### config.mk
export PLATFORM = sky130hd
export DESIGN_NAME = mem_arbiter
export DESIGN_NICKNAME = d
export VERILOG_FILES = /design/src/rtl/mem_arbiter.sv
export SDC_FILE = /design/constraint.sdc
export NUM_CORES = 1
export LEC_CHECK = 0
export ABC_CLOCK_PERIOD_IN_PS = 2910
export CAP_MARGIN = 0
export CORE_MARGIN = 8
export CORE_UTILIZATION = 42
export DETAILED_ROUTE_END_ITERATION = 10
export GPL_TIMING_DRIVEN = 1
export PLACE_DENSITY = 0.88
export SLEW_MARGIN = 15
export SYNTH_ARGS = -nofsm -noshare
export SYNTH_HDL_FRONTEND = slang
export SYNTH_SLANG_ARGS = --single-unit
### constraint.sdc
create_clock -name clk -period 2.91 [get_ports clk]
set_input_delay 0.291 -clock clk [delete_from_list [all_inputs] [get_ports clk]]
set_output_delay 0.291 -clock clk [all_outputs]
set_load 0.05 [all_outputs]
### src/rtl/mem_arbiter.sv
// -----------------------------------------------------------------------------
// mem_arbiter
//
// Shares the single memory port between instruction fetch (IFU, read-only) and
// load/store (LSU, read/write). One transaction is in flight at a time. An
// accepted request waits LATENCY cycles (SRAM delay model), then drives exactly
// one single-cycle memory access. The result goes back on the owner's response
// channel.
//
// Valid/ready contract (all four channels): a transfer happens in a cycle where
// valid and ready are both 1 at the rising edge. A source holds its payload
// stable while valid is high and not yet accepted. req_ready is a combinational
// function of state and the req_valid inputs only. resp_valid and rdata stay
// stable until the owner's resp_ready completes the transfer.
//
// Parameters:
//   LATENCY   cycles from request acceptance to the memory access (1..15)
//   LSU_PRIO  1: LSU wins ties; 0: round-robin on ties
//
// Ports:
//   clk, reset                      clock, synchronous active-high reset
//   ifu_req_valid/ready, ifu_raddr  IFU read request channel
//   ifu_resp_valid/ready, ifu_rdata IFU response channel
//   lsu_req_valid/ready, lsu_wen,
//   lsu_addr, lsu_wdata, lsu_wmask  LSU request channel
//   lsu_resp_valid/ready, lsu_rdata LSU response channel (rdata 0 for writes)
//   mem_valid, mem_wen, mem_raddr,
//   mem_waddr, mem_wdata, mem_wmask memory access strobe and payload
//   mem_rdata                       combinational read data from memory
//   state_dbg                       current FSM state (IDLE=0 WAIT=1 ACCESS=2 RESP=3)
// -----------------------------------------------------------------------------
module mem_arbiter #(
  parameter int LATENCY  = 1,
  parameter bit LSU_PRIO = 1'b1
) (
  input  logic        clk,
  input  logic        reset,
  input  logic        ifu_req_valid,
  output logic        ifu_req_ready,
  input  logic [31:0] ifu_raddr,
  output logic        ifu_resp_valid,
  input  logic        ifu_resp_ready,
  output logic [31:0] ifu_rdata,
  input  logic        lsu_req_valid,
  output logic        lsu_req_ready,
  input  logic        lsu_wen,
  input  logic [31:0] lsu_addr,
  input  logic [31:0] lsu_wdata,
  input  logic [7:0]  lsu_wmask,
  output logic        lsu_resp_valid,
  input  logic        lsu_resp_ready,
  output logic [31:0] lsu_rdata,
  output logic        mem_valid,
  output logic        mem_wen,
  output logic [31:0] mem_raddr,
  output logic [31:0] mem_waddr,
  output logic [31:0] mem_wdata,
  output logic [7:0]  mem_wmask,
  input  logic [31:0] mem_rdata,
  output logic [1:0]  state_dbg
);

  typedef enum logic [1:0] {
    IDLE   = 2'd0,
    WAIT   = 2'd1,
    ACCESS = 2'd2,
    RESP   = 2'd3
  } state_t;

  localparam logic [3:0] CNT_LOAD = 4'(LATENCY - 1);

  state_t      state;
  state_t      state_next;
  logic [3:0]  cnt;
  logic        owner_lsu;
  logic        last_lsu;
  logic        wen_q;
  logic [31:0] addr_q;
  logic [31:0] wdata_q;
  logic [7:0]  wmask_q;
  logic [31:0] rdata_q;
  logic        grant_lsu;
  logic        grant_ifu;
  logic        req_hs;
  logic        resp_hs;

  // LSU takes the grant when alone, when it has fixed priority, or on a
  // round-robin tie when the IFU was granted last.
  assign grant_lsu = lsu_req_valid & (~ifu_req_valid | LSU_PRIO | ~last_lsu);
  assign grant_ifu = ifu_req_valid & ~grant_lsu;

  assign ifu_req_ready = (state == IDLE) & grant_ifu;
  assign lsu_req_ready = (state == IDLE) & grant_lsu;
  assign req_hs        = ifu_req_ready | lsu_req_ready;
  assign resp_hs       = (state == RESP) & (owner_lsu ? lsu_resp_ready : ifu_resp_ready);

  always_comb begin
    state_next = state;
    case (state)
      IDLE:    if (req_hs) state_next = (LATENCY > 1) ? WAIT : ACCESS;
      // The counter is decremented on this edge; leaving when it reads 1
      // means it reaches 0 exactly as ACCESS begins, LATENCY cycles after
      // the request handshake.
      WAIT:    if (cnt == 4'd1) state_next = ACCESS;
      ACCESS:  state_next = RESP;
      RESP:    if (resp_hs) state_next = IDLE;
      default: state_next = IDLE;
    endcase
  end

  always_ff @(posedge clk) begin
    if (reset) begin
      state     <= IDLE;
      cnt       <= '0;
      owner_lsu <= 1'b0;
      last_lsu  <= 1'b0;
      wen_q     <= 1'b0;
      addr_q    <= '0;
      wdata_q   <= '0;
      wmask_q   <= '0;
      rdata_q   <= '0;
    end else begin
      state <= state_next;
      case (state)
        IDLE: begin
          if (req_hs) begin
            owner_lsu <= grant_lsu;
            last_lsu  <= grant_lsu;
            // The IFU path is read-only, so its write payload is forced to 0.
            wen_q     <= grant_lsu & lsu_wen;
            addr_q    <= grant_lsu ? lsu_addr : ifu_raddr;
            wdata_q   <= grant_lsu ? lsu_wdata : '0;
            wmask_q   <= grant_lsu ? lsu_wmask : '0;
            cnt       <= CNT_LOAD;
          end
        end
        WAIT:    cnt <= cnt - 4'd1;
        ACCESS:  rdata_q <= wen_q ? '0 : mem_rdata;
        default: ;
      endcase
    end
  end

  // Memory outputs are gated to 0 outside ACCESS so the memory model never
  // sees a stray read or write while the latched address sits idle.
  assign mem_valid = (state == ACCESS);
  assign mem_wen   = mem_valid & wen_q;
  assign mem_raddr = mem_valid ? addr_q : '0;
  assign mem_waddr = mem_valid ? addr_q : '0;
  assign mem_wdata = mem_valid ? wdata_q : '0;
  assign mem_wmask = mem_valid ? wmask_q : '0;

  assign ifu_resp_valid = (state == RESP) & ~owner_lsu;
  assign lsu_resp_valid = (state == RESP) & owner_lsu;
  assign ifu_rdata      = ifu_resp_valid ? rdata_q : '0;
  assign lsu_rdata      = lsu_resp_valid ? rdata_q : '0;

  assign state_dbg = state;

endmodule

After elaboration in Yosys (flattened, before gate mapping)
Index checks and enable logic that the tools add are counted.
{"block": "classes", "bitwise_logic": 11, "n_eq_ne": 7, "addsub": 1, "reduce_logical": 5, "mux": 16}
{"op": "$mux 32", "n": 7}
{"op": "$mux 8", "n": 2}
{"op": "$and 1x1->1", "n": 8}
{"op": "$pmux 2 s4", "n": 1}
{"op": "$pmux 4 s2", "n": 1}
{"op": "$mux 2", "n": 3}
{"op": "$ne 2x2->1 const B", "n": 3}
{"op": "$eq 2x2->1 const B", "n": 2}
{"op": "$eq 4x1->1 const B", "n": 1}
{"op": "$mux 4", "n": 1}
{"op": "$reduce_and 2->1", "n": 2}
{"op": "$sub 4x1->4 const B", "n": 1}
{"op": "$reduce_and 3->1", "n": 1}
{"op": "$eq 2x1->1 const B", "n": 1}
{"op": "$logic_not 2->1", "n": 1}
{"op": "$not 1->1", "n": 2}
{"op": "$reduce_bool 2->1", "n": 1}
{"op": "$mux 1", "n": 1}
{"op": "$or 1x1->1", "n": 1}
{"block": "word_totals", "ff_bits": 112}

Logic depth before layout (Yosys ltp)
Gate-level depths: netlist of the first run.
{"block": "depth", "depth_word": 6, "depth_mapped": 7, "ltp_nobuf": 6}

Least setup slack after synthesis of the first run
No wires, ideal clock.
{"block": "synth_timing", "path_kind": "input port to output port", "start": "input port lsu_req_valid", "end": "output port ifu_req_ready", "required_ns": 2.619, "n_path_buf": 2, "cell_stages": 3, "arrival_ns": 2.363, "path_slack_ns": 0.256, "path_cell_list": "buf_2 -> buf_2 -> nor4b_1"}
{"block": "synth_via", "elab_chain_cells": 3}
{"element": "start, declared", "line_no": "44", "rtl": "input logic lsu_req_valid,"}
{"element": "$not 1->1", "line_no": "90", "rtl": "assign grant_ifu = ifu_req_valid & ~grant_lsu;"}
{"element": "$and 1x1->1", "line_no": "90"}
{"element": "$and 1x1->1", "line_no": "92", "rtl": "assign ifu_req_ready = (state == IDLE) & grant_ifu;"}
{"element": "end, declared", "line_no": "39", "rtl": "output logic ifu_req_ready,"}
Every way passes these cells.

Worst setup path after layout of the first run
{"block": "layout_timing", "start": "register state[0], in the netlist state_dbg[0]", "end": "output port lsu_rdata[15]"}
{"block": "layout_via", "elab_chain_cells": 3}
{"element": "start, declared", "line_no": "72", "rtl": "state_t state;"}
{"element": "start signal, assigned", "line_no": "123", "rtl": "state <= state_next;"}
{"element": "$eq 2x2->1", "line_no": "154", "rtl": "assign lsu_resp_valid = (state == RESP) & owner_lsu;"}
{"element": "$and 1x1->1", "line_no": "154"}
{"element": "$mux 32", "line_no": "156", "rtl": "assign lsu_rdata = lsu_resp_valid ? rdata_q : '0;"}
{"element": "end, declared", "line_no": "52", "rtl": "output logic [31:0] lsu_rdata,"}
Every way passes these cells.

==> results of run 1 <==
[flip-flops by register name, indices dropped and copies added, names as in the netlist]
| register | cells |
|---|---|
| addr_q | 32 |
| cnt | 4 |
| owner_lsu | 1 |
| rdata_q | 32 |
| state_dbg | 2 |
| wdata_q | 32 |
| wen_q | 1 |
| wmask_q | 8 |
[final cells by class]
| type | count | share of cell area |
|---|---|---|
| clock inverter | 7 | 0.00983 |
| inverter | 4 | 0.00146 |
| sequential | 112 | 0.218 |
| tap | 176 | 0.0214 |
| clock buffer | 9 | 0.0219 |
| multi-input combinational | 451 | 0.270 |
| timing repair buffer | 332 | 0.458 |
[power by group]
part / internal [W] / leakage, nW / switching (W)
sequential: 0.00170 / 0.920 / 0.000106
clock: 0.000763 / 0.153 / 0.000603
combinational: 0.000828 / 2.96 / 0.000989
total: 0.00329 / 4.03 / 0.00170
[critical path: stages (launching register included)]
cell	delay [ps]
dfxtp_1	510
and3_1	200
buf_4	280
and2_1	210
clkdlybuf4s50_1	840
[routing by layer]
| metal | vias up | routed length, microns |
|---|---|---|
| li1 | 2694 | - |
| met1 | 2701 | 7430 |
| met2 | 266 | 11300 |
| met3 | 34 | 1980 |
| met4 | 0 | 559 |
| met5 | - | 0 |
[cells in the mapped netlist, types with 2 or more instances]
cell type / number / share of area
and2_1: 138 / 0.16
dfxtp_1: 112 / 0.41
nor2_1: 83 / 0.056
a22oi_1: 41 / 0.056
a21oi_1: 37 / 0.033
buf_4: 34 / 0.046
nand2_1: 34 / 0.023
a211oi_1: 32 / 0.043
clkbuf_1: 32 / 0.022
mux2i_1: 32 / 0.058
nand3b_1: 32 / 0.043
buf_2: 17 / 0.015
buf_6: 3 / 0.0061
clkbuf_2: 3 / 0.0027
inv_1: 3 / 0.0020
ha_1: 2 / 0.0045
o21ai_0: 2 / 0.0018
[worst max path at each step]
stage	startpoint	to	slack, ps
after floorplan	lsu_req_valid	ifu_req_ready	260
after global placement	ifu_req_valid	ifu_req_ready	580
after detailed placement	ifu_req_valid	ifu_req_ready	510
final	state_dbg[0]	lsu_rdata[15]	220
after global routing	state_dbg[0]	lsu_rdata[15]	100
after CTS	state_dbg[0]	lsu_rdata[15]	210
[cells in the final DEF (no fill, tap or decap), drive strengths merged, types with 2 or more instances in the layout]
cell,n
mux2i,32
nor2,83
and2,138
buf,159
ha,2
clkdlybuf4s50,173
a22oi,41
a21oi,37
a211oi,32
nand3b,32
bufinv,2
o21ai,3
clkinvlp,2
nand2b,2
inv,6
dfxtp,112
nand2,34
clkbuf,9
[stage by stage]
step,cells,area [sq um],power [W]
after floorplan,656,5540,0.00281
after global placement,1075,9980,0.00360
after detailed placement,1075,9980,0.00366
after CTS,1091,10300,0.00502
after global routing,1091,10300,0.00519
final,1091,10300,0.00498
[cells by family (layout without fill, tap and decap cells)]
logic type	after synthesis	in the layout	share of synthesized area
simple gates	299	299	0.294
buf+inv	93	352	0.0947
fa+ha+maj	2	2	0.00452
mux	32	32	0.0579
flops	112	112	0.405
compound gates	118	118	0.144
==> results.json, run 1 <==
{
  "top_usage_layer": "met2",
  "synth.distinct_cells": 36,
  "fin_skew_ps": 3.29,
  "final_hold_viol_count": 0,
  "cts_resized": 0,
  "fillers": 758,
  "grt_util_met2": 0.452,
  "hold_class": "in2reg",
  "drcViolationCount": 0,
  "cts_tree": "done",
  "coreArea_sq_um": 13000,
  "fmax_mhz": 372,
  "fin_hold_ws_ps": 444,
  "postCtsHoldBufs": 0,
  "ys_warn_count": 0,
  "ys.flop_type": "dfxtp_1",
  "clock_latency_ps": 350,
  "yosysSeqAreaShare": 0.405,
  "cts_buffers": 9,
  "worst_slew_pin_slew_ps": 639,
  "drive_gt1_frac": 0.197,
  "antenna_found_initial": 0,
  "cts_setup_buffers": 0,
  "fin_crit_ps": 2690,
  "cp-end-kind": "primary output",
  "ios": 319,
  "drt_iter0_markers": 279,
  "finish.utilization": 0.791,
  "fin_tns_setup_ps": 0,
  "setup_viol": 0,
  "initial_utilization": 0.425,
  "syn-cell-area_sq_um": 5540,
  "dieHeight_microns": 131,
  "grt_use_met3": 0.0812,
  "vias": 5695,
  "clk_path_buf_depth": 2,
  "dp_slack_ps": 509,
  "num_rows": 42,
  "reg2reg_depth": 5,
  "viasPerCell": 5.22,
  "p_per_area_nw_per_um2": 484,
  "period_share": 0.924,
  "die_x_microns": 131,
  "ys_ff_latch": 112,
  "status": "finished clean",
  "grt_max_degree": 69,
  "multi_input_area_sq_um": 2780,
  "grt_usage": 0.243,
  "syn_nets": 801,
  "overflow": 0,
  "worstSetupStartpointType": "flip-flop",
  "grt_pass1_vias": 5948,
  "area_delta_synth_final_pct": 86.2,
  "htree_levels": 3,
  "dp_hpwl_microns": 16700,
  "ff2ff_setup_slack_ps": 1010,
  "rsz0062_at_grt": "false",
  "async_reset_ff_frac": 0,
  "drt_wl_total_microns": 21300,
  "placement.io_buffers": 318,
  "max-cap-violations": 0,
  "clockRootBuffer": "clkbuf_16",
  "grt_util_met1": 0.244,
  "cp_max_fo": 34,
  "worstHoldStart": "reset",
  "rr_endpoint": "wdata_q[0]",
  "grt_pass1_wl_microns": 32000,
  "holdPathStages": 2,
  "regArea_sq_um": 2240,
  "timing.rr.start": "state_dbg[1]",
  "synth_edf_count": 0,
  "vdd_drop_max_mv": 0.304,
  "place_congestion": 0.814,
  "drt-wirelength-per-cell_microns": 19.5,
  "p_leak_nw": 4.03,
  "nets": 1055,
  "slew_violations": 0,
  "cp.arrival_ps": 2400,
  "fin_ws_ps": 223,
  "drt_first_pass_iters": 5,
  "die_area_sq_um": 17100,
  "min_to": "cnt[0]",
  "crit_required_ps": 2620,
  "synth_cells": 656,
  "slew_headroom": 0.574,
  "n_antenna_cell": 0,
  "crit_type": "reg2out",
  "clk_pin_slew_ps": 70,
  "drt.antenna.violating_nets": 0,
  "avgSynthCellArea_sq_um": 8.44,
  "cts.sink_count": 112
}
Power figures use the tool's default switching activity.
==> run 2, diff against run 1 <==
ABC_CLOCK_PERIOD_IN_PS = 3100   (was 2910)
REMOVE_ABC_BUFFERS = 1   (was default)
clock period = 3.1 ns   (was 2.91 ns; I/O delays follow)
==> run 2 against run 1 <==
Final cell count shrank 0.27%. First-iteration DRC count grew 13%. Die area is the same. Sequential power shrank 6%. Global-route usage shrank 0.79 points. Hold slack gained 14 ps. Core utilization shrank 0.59 points. Combinational power shrank 8%. Non-clock buffer count shrank 3. Clock power shrank 12%. Highest routed layer unchanged.
==> results.json, run 2 (same netlist as run 1, synthesis figures left out) <==
{
  "dp.cells": 1072,
  "vias": 5593,
  "setup_viol": 0,
  "final_hold_viol_count": 0,
  "n_antenna_cell": 0,
  "drt_first_pass_iters": 4,
  "p_per_area_nw_per_um2": 447,
  "fin_hold_ws_ps": 459,
  "worstSetupStartpointType": "flip-flop",
  "cts_setup_buffers": 0,
  "drive_gt1_frac": 0.191,
  "cts.sink_count": 112,
  "die_x_microns": 131,
  "die_area_sq_um": 17100,
  "cp-end-kind": "primary output",
  "slew_violations": 0,
  "status": "finished clean",
  "fillers": 794,
  "dieHeight_microns": 131,
  "drcViolationCount": 0,
  "initial_utilization": 0.425,
  "ios": 319,
  "hold_class": "reg2reg",
  "mostFrequentLayoutCells": "176 x clkdlybuf4s50_1, 141 x buf_12, 138 x and2_1, 112 x dfxtp_1, 83 x nor2_1",
  "reg_top3": "addr_q (32), rdata_q (32), wdata_q (32)",
  "viasPerCell": 5.14,
  "antenna_found_initial": 0,
  "grt_pass1_wl_microns": 31000,
  "final_common_cell": "clkdlybuf4s50_1",
  "p_leak_nw": 3.99,
  "cts_buffers": 9,
  "fin_crit_ps": 2670,
  "grt_use_met3": 0.0653,
  "overflow": 0,
  "crit_required_ps": 2790,
  "fin_skew_ps": 7.39,
  "nets": 1052,
  "grt_pass1_vias": 5837,
  "drt_wl_total_microns": 20900,
  "clk_path_buf_depth": 2,
  "worst_slew_pin_slew_ps": 1170,
  "clk_pin_slew_ps": 80,
  "drt-wirelength-per-cell_microns": 19.2,
  "placement.io_buffers": 318,
  "grt_util_met2": 0.433,
  "slew_headroom": 0.221,
  "drt.antenna.violating_nets": 0,
  "cts_resized": 0,
  "cp_max_fo": 34,
  "rsz0062_at_grt": "false",
  "fmax_mhz": 374,
  "drt_iter0_markers": 316,
  "coreArea_sq_um": 13000,
  "grt_usage": 0.235,
  "area_delta_synth_final_pct": 84.8,
  "num_rows": 42,
  "clock_latency_ps": 350,
  "place_congestion": 0.774,
  "cts_tree": "done",
  "postCtsHoldBufs": 0,
  "crit_type": "reg2out",
  "vdd_drop_max_mv": 0.260,
  "period_share": 0.861,
  "dp_hpwl_microns": 16200,
  "top_usage_layer": "met2",
  "clockRootBuffer": "clkbuf_16",
  "max-cap-violations": 0,
  "htree_levels": 3,
  "finalNonFillerCells": 1088,
  "grt_max_degree": 113,
  "grt_util_met1": 0.230,
  "cp.arrival_ps": 2360
}
run 2: changes by cell type in the layout (fill, tap and decap cells not counted), moves of 2 or more:
| cell | previous run | this run |
|---|---|---|
| clkinv_2 | 0 | 2 |
| clkdlybuf4s50_1 | 173 | 176 |
| buf_12 | 144 | 141 |
| buf_4 | 14 | 11 |
| clkinvlp_4 | 2 | 0 |
run 2: layer usage:
metal / wire length [microns] / up-vias
met2: 11100 / 239
met5: 0 / -
met1: 7230 / 2622
met4: 882 / 0
li1: - / 2676
met3: 1750 / 56
run 2: path summary, 6_finish.rpt:
path	start	endpoint	slack (ps)	cells past startpoint
worst max-delay path	state_dbg[0]	lsu_rdata[26]	430	4
worst max register to register	state_dbg[0]	wdata_q[21]	1060	5
worst min register to register	rdata_q[18]	rdata_q[18]	460	2
worst min-delay path	rdata_q[18]	rdata_q[18]	460	2
run 2: critical path: stages (launching register included):
cell and delay, ps:
dfxtp_1 510, and3_1 200, buf_4 280, and2_1 180, clkdlybuf4s50_1 820
run 2: per-stage QoR:
stage	cell area [sq um]	setup TNS (ps)	utilization	worst slack, ps	power (W)
after global placement	9930	0	0.762	763	0.00336
after global routing	10200	0	0.785	278	0.00476
after detailed placement	9930	0	0.762	642	0.00341
after CTS	10200	0	0.785	399	0.00460
after floorplan	5030	-34190	-	-453	0.00251
final	10200	0	0.785	429	0.00457
run 2: cell type report:
class / count / area (sq um) / area share
multi-input cells: 451 / 2780 / 0.272
well taps: 176 / 220 / 0.0215
inverters: 4 / 15.0 / 0.00147
repair buffers: 329 / 4670 / 0.457
flip-flops and latches: 112 / 2240 / 0.219
clock inverters: 7 / 77.6 / 0.00758
clock buffers: 9 / 225 / 0.0220
run 2: report_power, final:
part	switching (W)	internal, W
registers	0.0000976	0.00159
clock network	0.000560	0.000637
logic	0.000922	0.000760
